===== config.mk =====
export PLATFORM = sky130hd
export DESIGN_NAME = gf_pcpi_initiator
export DESIGN_NICKNAME = d
export VERILOG_FILES = /design/src/rtl/gf_pcpi_pkg.sv /design/src/rtl/gf_pcpi_initiator.sv
export SDC_FILE = /design/constraint.sdc
export NUM_CORES = 1
export LEC_CHECK = 0
export ABC_AREA = 1
export CORE_ASPECT_RATIO = 0.6
export CORE_UTILIZATION = 44
export CTS_CLUSTER_SIZE = 10
export DETAILED_ROUTE_END_ITERATION = 7
export PLACE_DENSITY = 0.8
export SKIP_LAST_GASP = 1
export SYNTH_ARGS = -nofsm -noshare
export SYNTH_HDL_FRONTEND = slang
export SYNTH_SLANG_ARGS = --single-unit

===== constraint.sdc =====
create_clock -name clk -period 2 [get_ports clk]
set_clock_uncertainty 0.2 [all_clocks]
set_input_delay 0.3 -clock clk [delete_from_list [all_inputs] [get_ports clk]]
set_output_delay 0.3 -clock clk [all_outputs]
set_load 0.005 [all_outputs]

===== src/rtl/gf_pcpi_pkg.sv =====
// Shared types and constants for the PCPI initiator.
// Includes an R-type instruction builder.
package gf_pcpi_pkg;

    typedef enum logic [1:0] {
        ST_IDLE,
        ST_ISSUE,
        ST_RESP
    } state_t;

    localparam logic [6:0] OPCODE_R = 7'b0110011;
    localparam logic [6:0] FUNCT7_G = 7'b0000100;
    localparam logic [6:0] FUNCT7_M = 7'b0000001;

    function automatic logic [31:0] mk_rtype(
        input logic [6:0] funct7,
        input logic [4:0] rs2,
        input logic [4:0] rs1,
        input logic [2:0] funct3,
        input logic [4:0] rd
    );
        return {funct7, rs2, rs1, funct3, rd, OPCODE_R};
    endfunction

endpackage


===== src/rtl/gf_pcpi_initiator.sv =====
// PCPI master: issues one host command at a time to a coprocessor,
// applies wait/timeout semantics and returns the result or a timeout.
module gf_pcpi_initiator
    import gf_pcpi_pkg::*;
#(
    parameter int TIMEOUT = 16,
    parameter int CNT_W   = 16
) (
    input  logic             clk,
    input  logic             resetn,
    input  logic             cmd_valid,
    output logic             cmd_ready,
    input  logic [31:0]      cmd_insn,
    input  logic [31:0]      cmd_rs1,
    input  logic [31:0]      cmd_rs2,
    output logic             rsp_valid,
    input  logic             rsp_ready,
    output logic [31:0]      rsp_rd,
    output logic             rsp_wr,
    output logic             rsp_timeout,
    output logic [CNT_W-1:0] rsp_cycles,
    output logic             pcpi_valid,
    output logic [31:0]      pcpi_insn,
    output logic [31:0]      pcpi_rs1,
    output logic [31:0]      pcpi_rs2,
    input  logic             pcpi_wr,
    input  logic [31:0]      pcpi_rd,
    input  logic             pcpi_wait,
    input  logic             pcpi_ready,
    output logic [31:0]      stat_done,
    output logic [31:0]      stat_timeout
);

    localparam int TW = $clog2(TIMEOUT + 1);
    localparam logic [TW-1:0] TMO_INIT = TW'(TIMEOUT - 1);

    state_t state, state_nx;
    logic [TW-1:0] tmo_cnt;
    logic accept, done, expire;

    always_comb begin
        state_nx   = state;
        cmd_ready  = 1'b0;
        pcpi_valid = 1'b0;
        rsp_valid  = 1'b0;
        accept     = 1'b0;
        done       = 1'b0;
        expire     = 1'b0;
        unique case (state)
            ST_IDLE: begin
                cmd_ready = 1'b1;
                if (cmd_valid) begin
                    accept   = 1'b1;
                    state_nx = ST_ISSUE;
                end
            end
            ST_ISSUE: begin
                pcpi_valid = 1'b1;
                // completion takes priority over a coincident expiry
                if (pcpi_ready) begin
                    done     = 1'b1;
                    state_nx = ST_RESP;
                end else if (tmo_cnt == '0 && !pcpi_wait) begin
                    expire   = 1'b1;
                    state_nx = ST_RESP;
                end
            end
            ST_RESP: begin
                rsp_valid = 1'b1;
                if (rsp_ready) state_nx = ST_IDLE;
            end
            default: state_nx = ST_IDLE;
        endcase
    end

    always_ff @(posedge clk) begin
        if (!resetn) begin
            state        <= ST_IDLE;
            tmo_cnt      <= '0;
            pcpi_insn    <= '0;
            pcpi_rs1     <= '0;
            pcpi_rs2     <= '0;
            rsp_rd       <= '0;
            rsp_wr       <= 1'b0;
            rsp_timeout  <= 1'b0;
            rsp_cycles   <= '0;
            stat_done    <= '0;
            stat_timeout <= '0;
        end else begin
            state <= state_nx;
            if (accept) begin
                pcpi_insn  <= cmd_insn;
                pcpi_rs1   <= cmd_rs1;
                pcpi_rs2   <= cmd_rs2;
                tmo_cnt    <= TMO_INIT;
                rsp_cycles <= '0;
            end
            if (state == ST_ISSUE) begin
                if (rsp_cycles != '1) rsp_cycles <= rsp_cycles + CNT_W'(1);
                tmo_cnt <= pcpi_wait ? TMO_INIT : tmo_cnt - TW'(1);
            end
            if (done) begin
                rsp_wr      <= pcpi_wr;
                rsp_rd      <= pcpi_wr ? pcpi_rd : 32'h0;
                rsp_timeout <= 1'b0;
                stat_done   <= stat_done + 32'd1;
            end
            if (expire) begin
                rsp_wr       <= 1'b0;
                rsp_rd       <= 32'h0;
                rsp_timeout  <= 1'b1;
                stat_timeout <= stat_timeout + 32'd1;
            end
        end
    end

endmodule


==> implementation parameters, run 1 <==
Parameter                              Value

Status
  Outcome    completed

Global route
  First-pass GRT wire length    roughly 44,000 um
  Pin count of the biggest net entering global routing    about 110
  Via count of the first global-routing pass    between 8,000 and 9,000
  GRT Total Usage    between 20% and 30%
  Antenna violations before repair    0
  GRT overflow    0

Synth
  Cell taking the most area after synthesis    sky130_fd_sc_hd__dfxtp_1
  Post-synthesis average cell area    approximately 7.2 um2
  Synth warnings    0
  Top cell type's share of synthesized area    between 40% and 50%
  Simple-gate portion of the synthesized area    slightly below 30%
  Netlist area before placement    between 0.009 and 0.01 mm2
  Compound-Gate Fraction of Synth Area    13.59%
  Unique masters post-synth    38
  Main combinational cell family by area after synthesis    simple AND/OR/NAND/NOR gates
  Net count of the mapped netlist    approximately 1,400
  Flip-flop and latch count after synthesis    about 220
  Largest cells by area after synthesis    sky130_fd_sc_hd__dfxtp_1 (48%), sky130_fd_sc_hd__nor2_1 (14%), sky130_fd_sc_hd__o21ai_0 (7.3%)
  Fraction of synthesized area in multiplexers    0%
  XOR/XNOR share of the synthesized area    0.5819%
  Sequential fraction of the synthesis area    ~48%
  Adder-cell area share of the yosys netlist    less than 1%
  Number of standard cells after synthesis    approximately 1,300

Clocking
  CTS root buf    sky130_fd_sc_hd__clkbuf_16
  H-Tree Depth    1
  Skew-Pair Late Insertion Delay    around 0.50 ns
  TritonCTS buffer count    25
  Sinks on the clock net    approximately 220
  Clock tree from TritonCTS    done
  Clk buf depth    3
  Clock-pin slew on the worst setup and hold paths    0.05 ns

Place
  # placed instances    approximately 1,800
  Placer congestion estimate    just under 0.9
  Count of input and output buffers    347
  Total cell area at the placement stage    between 0.01 and 0.015 mm2
  Post-place setup slack    -0.09591 ns
  Half-perimeter wire length after placement    around 20,000 um

Worst setup path
  Critical path's largest stage delay    about 0.51 ns
  Worst Reg2Reg Path Length in Cells    10
  Category of cells accounting for the largest share of critical-path delay    buffers and inverters
  Crit path max fanout    3
  Worst path required time    1.50 ns
  Arrival time worst endpoint    roughly 1.5 ns
  Category of the worst setup path launch point    flip-flop
  Instance count on the critical path    2
  Crit path buffers/inverters    2
  Critical path start-end classification    flip-flop to output pin
  Highest-delay cell along the critical path    sky130_fd_sc_hd__clkdlybuf4s50_1
  Cell-by-cell listing of the critical path    buf_4 > clkdlybuf4s50_1
  Critical path capture point type    output pin

Timing
  Unrepaired setup endpoints after global routing    true
  Relative slew margins    slightly above 70%
  Final-report setup violation count    0
  Pins Over Slew Limit    0
  Post-Route Hold Slack    0.1841 ns
  Total Negative Setup Slacks    0 ns
  Portion of the clock cycle consumed by the worst path in the final layout    between 90% and 100%
  Post-layout minimum cycle time    ~2.0 ns
  Hold Violations, Final    0
  Final worst slack    roughly 0.036 ns
  Fmax achieved    between 0.5 and 0.6 GHz
  Worst-Margin Slew    about 0.44 ns

Power
  Switching fraction of total power    between 20% and 30%
  Power share of the clock group    38.5%
  Total design power    9.857 mW
  Largest vdd supply drop    around 0.7 mV
  Leakage dissipation    between 5 and 6 nW
  Power density of the placed cells    between 700 and 800 mW/mm2
  Internal cell power    between 7 and 8 mW
  Sequential Power Share    between 40% and 50%
  Combinational share of power    between 10% and 20%
  Power spent charging and discharging nets    2.333 mW

Cells and area
  Area used by multi-input combinational logic    slightly above 0.004 mm2
  Net count, final    roughly 1,700
  Area Growth Syn to Fin    50.90%
  Non-filler instance count after layout    about 1,900
  Number of diodes    0
  Layout cell share with drive strength beyond 1    between 7 and 8%
  Share of the core filled with cells in the final layout    just under 70%
  Filler instances    between 1,500 and 2,000
  Sequential Area    ~0.0044 mm2
  Final design area excluding fillers    0.01363 mm2

Drt
  Remaining antenna violation count after routing    0
  Wire length reported by the detailed router    between 20,000 and 30,000 um
  Drt drc    0
  Total via count after detailed routing    roughly 9,400
  DR iter-0 viols    660
  Detailed-route wire length per cell    14.55 um
  Ratio of routed vias to standard cells    around 5
  Router iterations before antenna repair    5

Run
  Max-capacitance violation count    0

Die
  Die Span Y    between 100 and 150 um
  Placeable Area    about 0.02 mm2
  Overall die area    0.02112 mm2
  Initial cell density of the core    between 40% and 50%
  IO Count    348
  Floorplan row count    40
  Die Wd    between 150 and 200 um

Worst hold path
  Hold Path Cell Cnt    3
  Class of the worst hold path    input port to flip-flop
-- tightest hold or removal path, stage by stage --
cell	delay [ns]
sky130_fd_sc_hd__clkdlybuf4s50_1	0.40
sky130_fd_sc_hd__nor2_1	0.10
sky130_fd_sc_hd__nor2_1	0.05
-- per-layer routing --
metal  global-route usage [%]  part of all wire, %  vias to the layer above
li1                         -                    -                     4726
met1                    33.12                   45                     4290
met2                    41.00                   45                      385
met3                    5.614                  8.2                       38
met4                    6.230                  2.0                        0
met5                        0                    0                        -
-- registers in the layout, indices dropped and copies added (netlist names) --
name and count:
pcpi_insn 32, pcpi_rs1 32, pcpi_rs2 32, rsp_cycles 16, rsp_rd 32, rsp_timeout 1
rsp_wr 1, stat_done 32, stat_timeout 32, state 2, tmo_cnt 5
-- cell usage in the layout (no fill, tap or decap), types with 3 or more instances in the layout --
cell and n:
sky130_fd_sc_hd__and3_1 4, sky130_fd_sc_hd__xnor2_1 3, sky130_fd_sc_hd__dlygate4sd2_1 7, sky130_fd_sc_hd__a21oi_1 48
sky130_fd_sc_hd__o21ai_1 4, sky130_fd_sc_hd__nand3_1 46, sky130_fd_sc_hd__nand2_1 166, sky130_fd_sc_hd__nor3_1 22
sky130_fd_sc_hd__xor2_1 3, sky130_fd_sc_hd__clkdlybuf4s50_1 337, sky130_fd_sc_hd__clkbuf_16 25, sky130_fd_sc_hd__inv_2 3
sky130_fd_sc_hd__buf_12 7, sky130_fd_sc_hd__o21ai_0 131, sky130_fd_sc_hd__nor2_2 6, sky130_fd_sc_hd__nand4_1 17
sky130_fd_sc_hd__inv_1 107, sky130_fd_sc_hd__nor3b_1 4, sky130_fd_sc_hd__dfxtp_1 188, sky130_fd_sc_hd__buf_4 27
sky130_fd_sc_hd__nor2_1 345, sky130_fd_sc_hd__nand3_2 4, sky130_fd_sc_hd__nor2_4 6, sky130_fd_sc_hd__nand2_2 4
sky130_fd_sc_hd__dfxtp_2 29, sky130_fd_sc_hd__a22oi_1 33
-- path summary, 6_finish.rpt --
path / endpoint / slack [ns] / startpoint
setup / recovery: stat_done[1] / 0.04 / stat_done[1]
hold / removal: pcpi_rs1[7] / 0.18 / cmd_rs1[7]
setup reg to reg: stat_timeout[19] / 0.12 / stat_timeout[0]
hold reg to reg: rsp_timeout / 0.27 / rsp_timeout
-- cell type report --
cell class | instances | area share [%]
Multi-Input combinational cell | 864 | 29.54
Inverter | 112 | 3.131
Sequential cell | 217 | 32.14
Clock inverter | 1 | 0.03672
Tap cell | 273 | 2.506
Timing Repair Buffer | 382 | 28.06
Clock buffer | 25 | 4.591
-- synthesized netlist by cell type, drive strengths merged --
cell type,instances
nor3,23
a22oi,33
o21ai,135
o311ai,1
xnor2,3
nor3b,4
nor2,358
and3,4
nand2,172
nand3b,1
dfxtp,217
xor2,3
clkbuf,27
ha,4
a31oi,1
buf,32
a21oi,49
a211oi,1
o21bai,2
nand4,18
inv,111
a221oi,2
nand3,50
clkinv,1
-- cells by family after synthesis --
group	after synthesis
simple gates	630
compound gates	224
flops	217
buf+inv	171
xor+xnor	6
fa+ha+maj	4
-- power by group through the flow --
stage / combinational, mW / clock, mW / sequential, mW
final: 1.40 / 3.79 / 4.67
after global placement: 1.37 / 0 / 4.74
after detailed placement: 1.39 / 0 / 4.75
after global routing: 1.53 / 4.08 / 4.69
after CTS: 1.40 / 3.88 / 4.67
after floorplan: 0.510 / 0 / 4.77
-- repair_timing --
| action | CTS | global route |
|---|---|---|
| endpoints found under the setup margin | 15 | 33 |
| buffers inserted | 0 | 2 |
| hold endpoints to repair | 11 | 0 |
| pin swaps | 0 | 3 |
| hold buffers | 1 | 0 |
| gates resized for setup | 19 | 30 |
(Power assumes the default switching activity.)
==> inputs of run 2 (changes only) <==
--- a/config.mk
+++ b/config.mk
@@ -7,11 +7,12 @@
 export LEC_CHECK = 0
 export ABC_AREA = 1
 export CORE_ASPECT_RATIO = 0.6
-export CORE_UTILIZATION = 44
+export CORE_UTILIZATION = 40
 export CTS_CLUSTER_SIZE = 10
 export DETAILED_ROUTE_END_ITERATION = 7
-export PLACE_DENSITY = 0.8
+export PLACE_DENSITY = 0.77
 export SKIP_LAST_GASP = 1
 export SYNTH_ARGS = -nofsm -noshare
 export SYNTH_HDL_FRONTEND = slang
 export SYNTH_SLANG_ARGS = --single-unit
+export TNS_END_PERCENT = 1
==> constraint.sdc (replaced) <==
create_clock -name clk -period 1.8 [get_ports clk]
set_clock_uncertainty 0.2 [all_clocks]
set_input_delay 0.27 -clock clk [delete_from_list [all_inputs] [get_ports clk]]
set_output_delay 0.27 -clock clk [all_outputs]
set_load 0.005 [all_outputs]
==> run 2 against run 1 <==
The flow now finishes with violations (negative setup slack). Flip-flop and latch count stayed put. Critical path depth down 1. Non-clock buffer count grew 29. Die area is 9.9% higher. Critical path type unchanged.
==> implementation parameters, run 2 (synthesis results as in run 1) <==
Parameter                              Value

Die
  IO Count    348 (unchanged)
  Initial cell density of the core    40.92% (-4.1 points)
  Overall die area    0.02320 mm2 (+9.9%)
  Placeable Area    0.02207 mm2 (+10%)
  Floorplan row count    42 (+5.0%)
  Die Span Y    118.4 um (+4.8%)
  Die Wd    196.0 um (+4.8%)

Cells and area
  Most common library cell in the layout ignoring fill and taps    sky130_fd_sc_hd__nor2_1
  Final design area excluding fillers    0.01384 mm2 (+1.5%)
  Most frequent cells in the layout    sky130_fd_sc_hd__nor2_1 (346), sky130_fd_sc_hd__clkdlybuf4s50_1 (341), sky130_fd_sc_hd__dfxtp_1 (212)
  Layout cell share with drive strength beyond 1    7.664% (-0.019 points)
  Area Growth Syn to Fin    53.20%
  Non-filler instance count after layout    1,917 (+2.3%)
  Filler instances    1,895 (+16%)
  Number of diodes    0 (unchanged)
  Net count, final    1,770 (+1.7%)

Worst setup path
  Cell-by-cell listing of the critical path    clkdlybuf4s50_1
  Crit path max fanout    6 (+3)
  Crit path buffers/inverters    1 (-1)
  Worst path required time    1.33 ns (-0.17 ns)
  Category of the worst setup path launch point    flip-flop
  Arrival time worst endpoint    1.54 ns (+0.08 ns)
  Critical path capture point type    output pin
  Critical path's largest stage delay    0.59 ns (+0.08 ns)
  Critical path start-end classification    flip-flop to output pin
  Category of cells accounting for the largest share of critical-path delay    buffers and inverters
  Highest-delay cell along the critical path    sky130_fd_sc_hd__clkdlybuf4s50_1

Timing
  Final-report setup violation count    172 (+172)
  Hold Violations, Final    0 (unchanged)
  Total Negative Setup Slacks    -10.55 ns (-10.55 ns)
  Final worst slack    -0.2098 ns (-0.2459 ns)
  Worst-Margin Slew    0.3995 ns (-0.03856 ns)
  Post-Route Hold Slack    0.1526 ns (-0.03151 ns)
  Fmax achieved    around 0.5 GHz
  Portion of the clock cycle consumed by the worst path in the final layout    111.7%
  Unrepaired setup endpoints after global routing    true
  Pins Over Slew Limit    0 (unchanged)
  Post-layout minimum cycle time    between 2 and 2.5 ns
  Relative slew margins    73.37% (+2.6 points)

Drt
  Router iterations before antenna repair    6 (+1)
  DR iter-0 viols    561 (-15%)
  Drt drc    0 (unchanged)
  Wire length reported by the detailed router    28,060 um (+2.9%)
  Ratio of routed vias to standard cells    4.936 (-2.0%)
  Detailed-route wire length per cell    14.64 um (+0.56%)
  Total via count after detailed routing    9,463 (+0.25%)
  Remaining antenna violation count after routing    0 (unchanged)

Clocking
  Clock-pin slew on the worst setup and hold paths    0.06 ns (about the same)
  Sinks on the clock net    217 (unchanged)
  Skew-Pair Late Insertion Delay    0.50 ns (about the same)
  H-Tree Depth    1 (unchanged)
  Clock tree from TritonCTS    done
  Clk buf depth    3 (unchanged)
  CTS root buf    sky130_fd_sc_hd__clkbuf_16
  TritonCTS buffer count    25 (unchanged)

Global route
  GRT overflow    0 (unchanged)
  GRT Total Usage    23.97% (-0.91 points)
  Via count of the first global-routing pass    9,160 (+4.6%)
  First-pass GRT wire length    45,810 um (+5.0%)
  Antenna violations before repair    0 (unchanged)
  Pin count of the biggest net entering global routing    69 (-39%)

Run
  Max-capacitance violation count    0 (unchanged)

Status
  Outcome    complete, but fails checks
  Violated checks    negative setup slack

Place
  Placer congestion estimate    0.8737 (unchanged)
  Half-perimeter wire length after placement    20,540 um (+5.1%)
  Count of input and output buffers    347 (unchanged)
  # placed instances    1,889 (+2.4%)
  Post-place setup slack    -0.2545 ns (-0.1586 ns)
  Total cell area at the placement stage    0.01317 mm2 (+2.1%)

Power
  Largest vdd supply drop    0.6259 mV (-8.2%)
  Power density of the placed cells    800.3 mW/mm2 (+11%)
  Leakage dissipation    5.519 nW (+2.5%)

Worst hold path
  Class of the worst hold path    input port to flip-flop
[run 2: layout make-up]
type	count	area, um2	area share (%)
repair buffers	411	4069	29.41
clock buffers	27	643.1	4.648
inverters	112	426.7	3.084
well taps	286	357.8	2.586
flip-flops and latches	217	4350	31.44
multi-input cells	864	3989	28.83
[run 2: worst paths after layout]
path | startpoint | end | slack [ns] | cells past startpoint
setup / recovery | stat_done[26] | stat_done[26] | -0.21 | 1
setup reg to reg | stat_timeout[0] | stat_timeout[20] | -0.02 | 8
hold / removal | cmd_insn[26] | pcpi_insn[26] | 0.15 | 3
hold reg to reg | rsp_timeout | rsp_timeout | 0.27 | 2
[run 2: report_power, final]
part / internal, mW / switching [mW]
Clock: 2.48 / 1.81
Sequential: 5.06 / 0.126
Combinational: 0.903 / 0.694
[run 2: layer usage]
layer	global-route usage [%]	vias up	wire length, um
met2	38.35	312	12380
li1	-	4773	-
met4	7.275	0	787
met1	31.79	4333	12700
met5	0	-	0
met3	5.965	45	2190
[run 2: through the flow]
step                      total power [mW]  utilization, %
after floorplan                      5.863               -
after global placement               6.846           59.65
after detailed placement             6.875           59.65
after CTS                            11.22           62.65
after global routing                 11.59           62.69
final                                11.07           62.69
[run 2: what timing repair did]
item                                    4_1_cts  5_1_grt
pin swaps                                     0        0
gates cloned                                  0        0
hold endpoints to repair                      8        0
gates resized for setup                      10        4
hold buffers                                  1        0
endpoints found under the setup margin      214      266
setup buffers                                 0        0
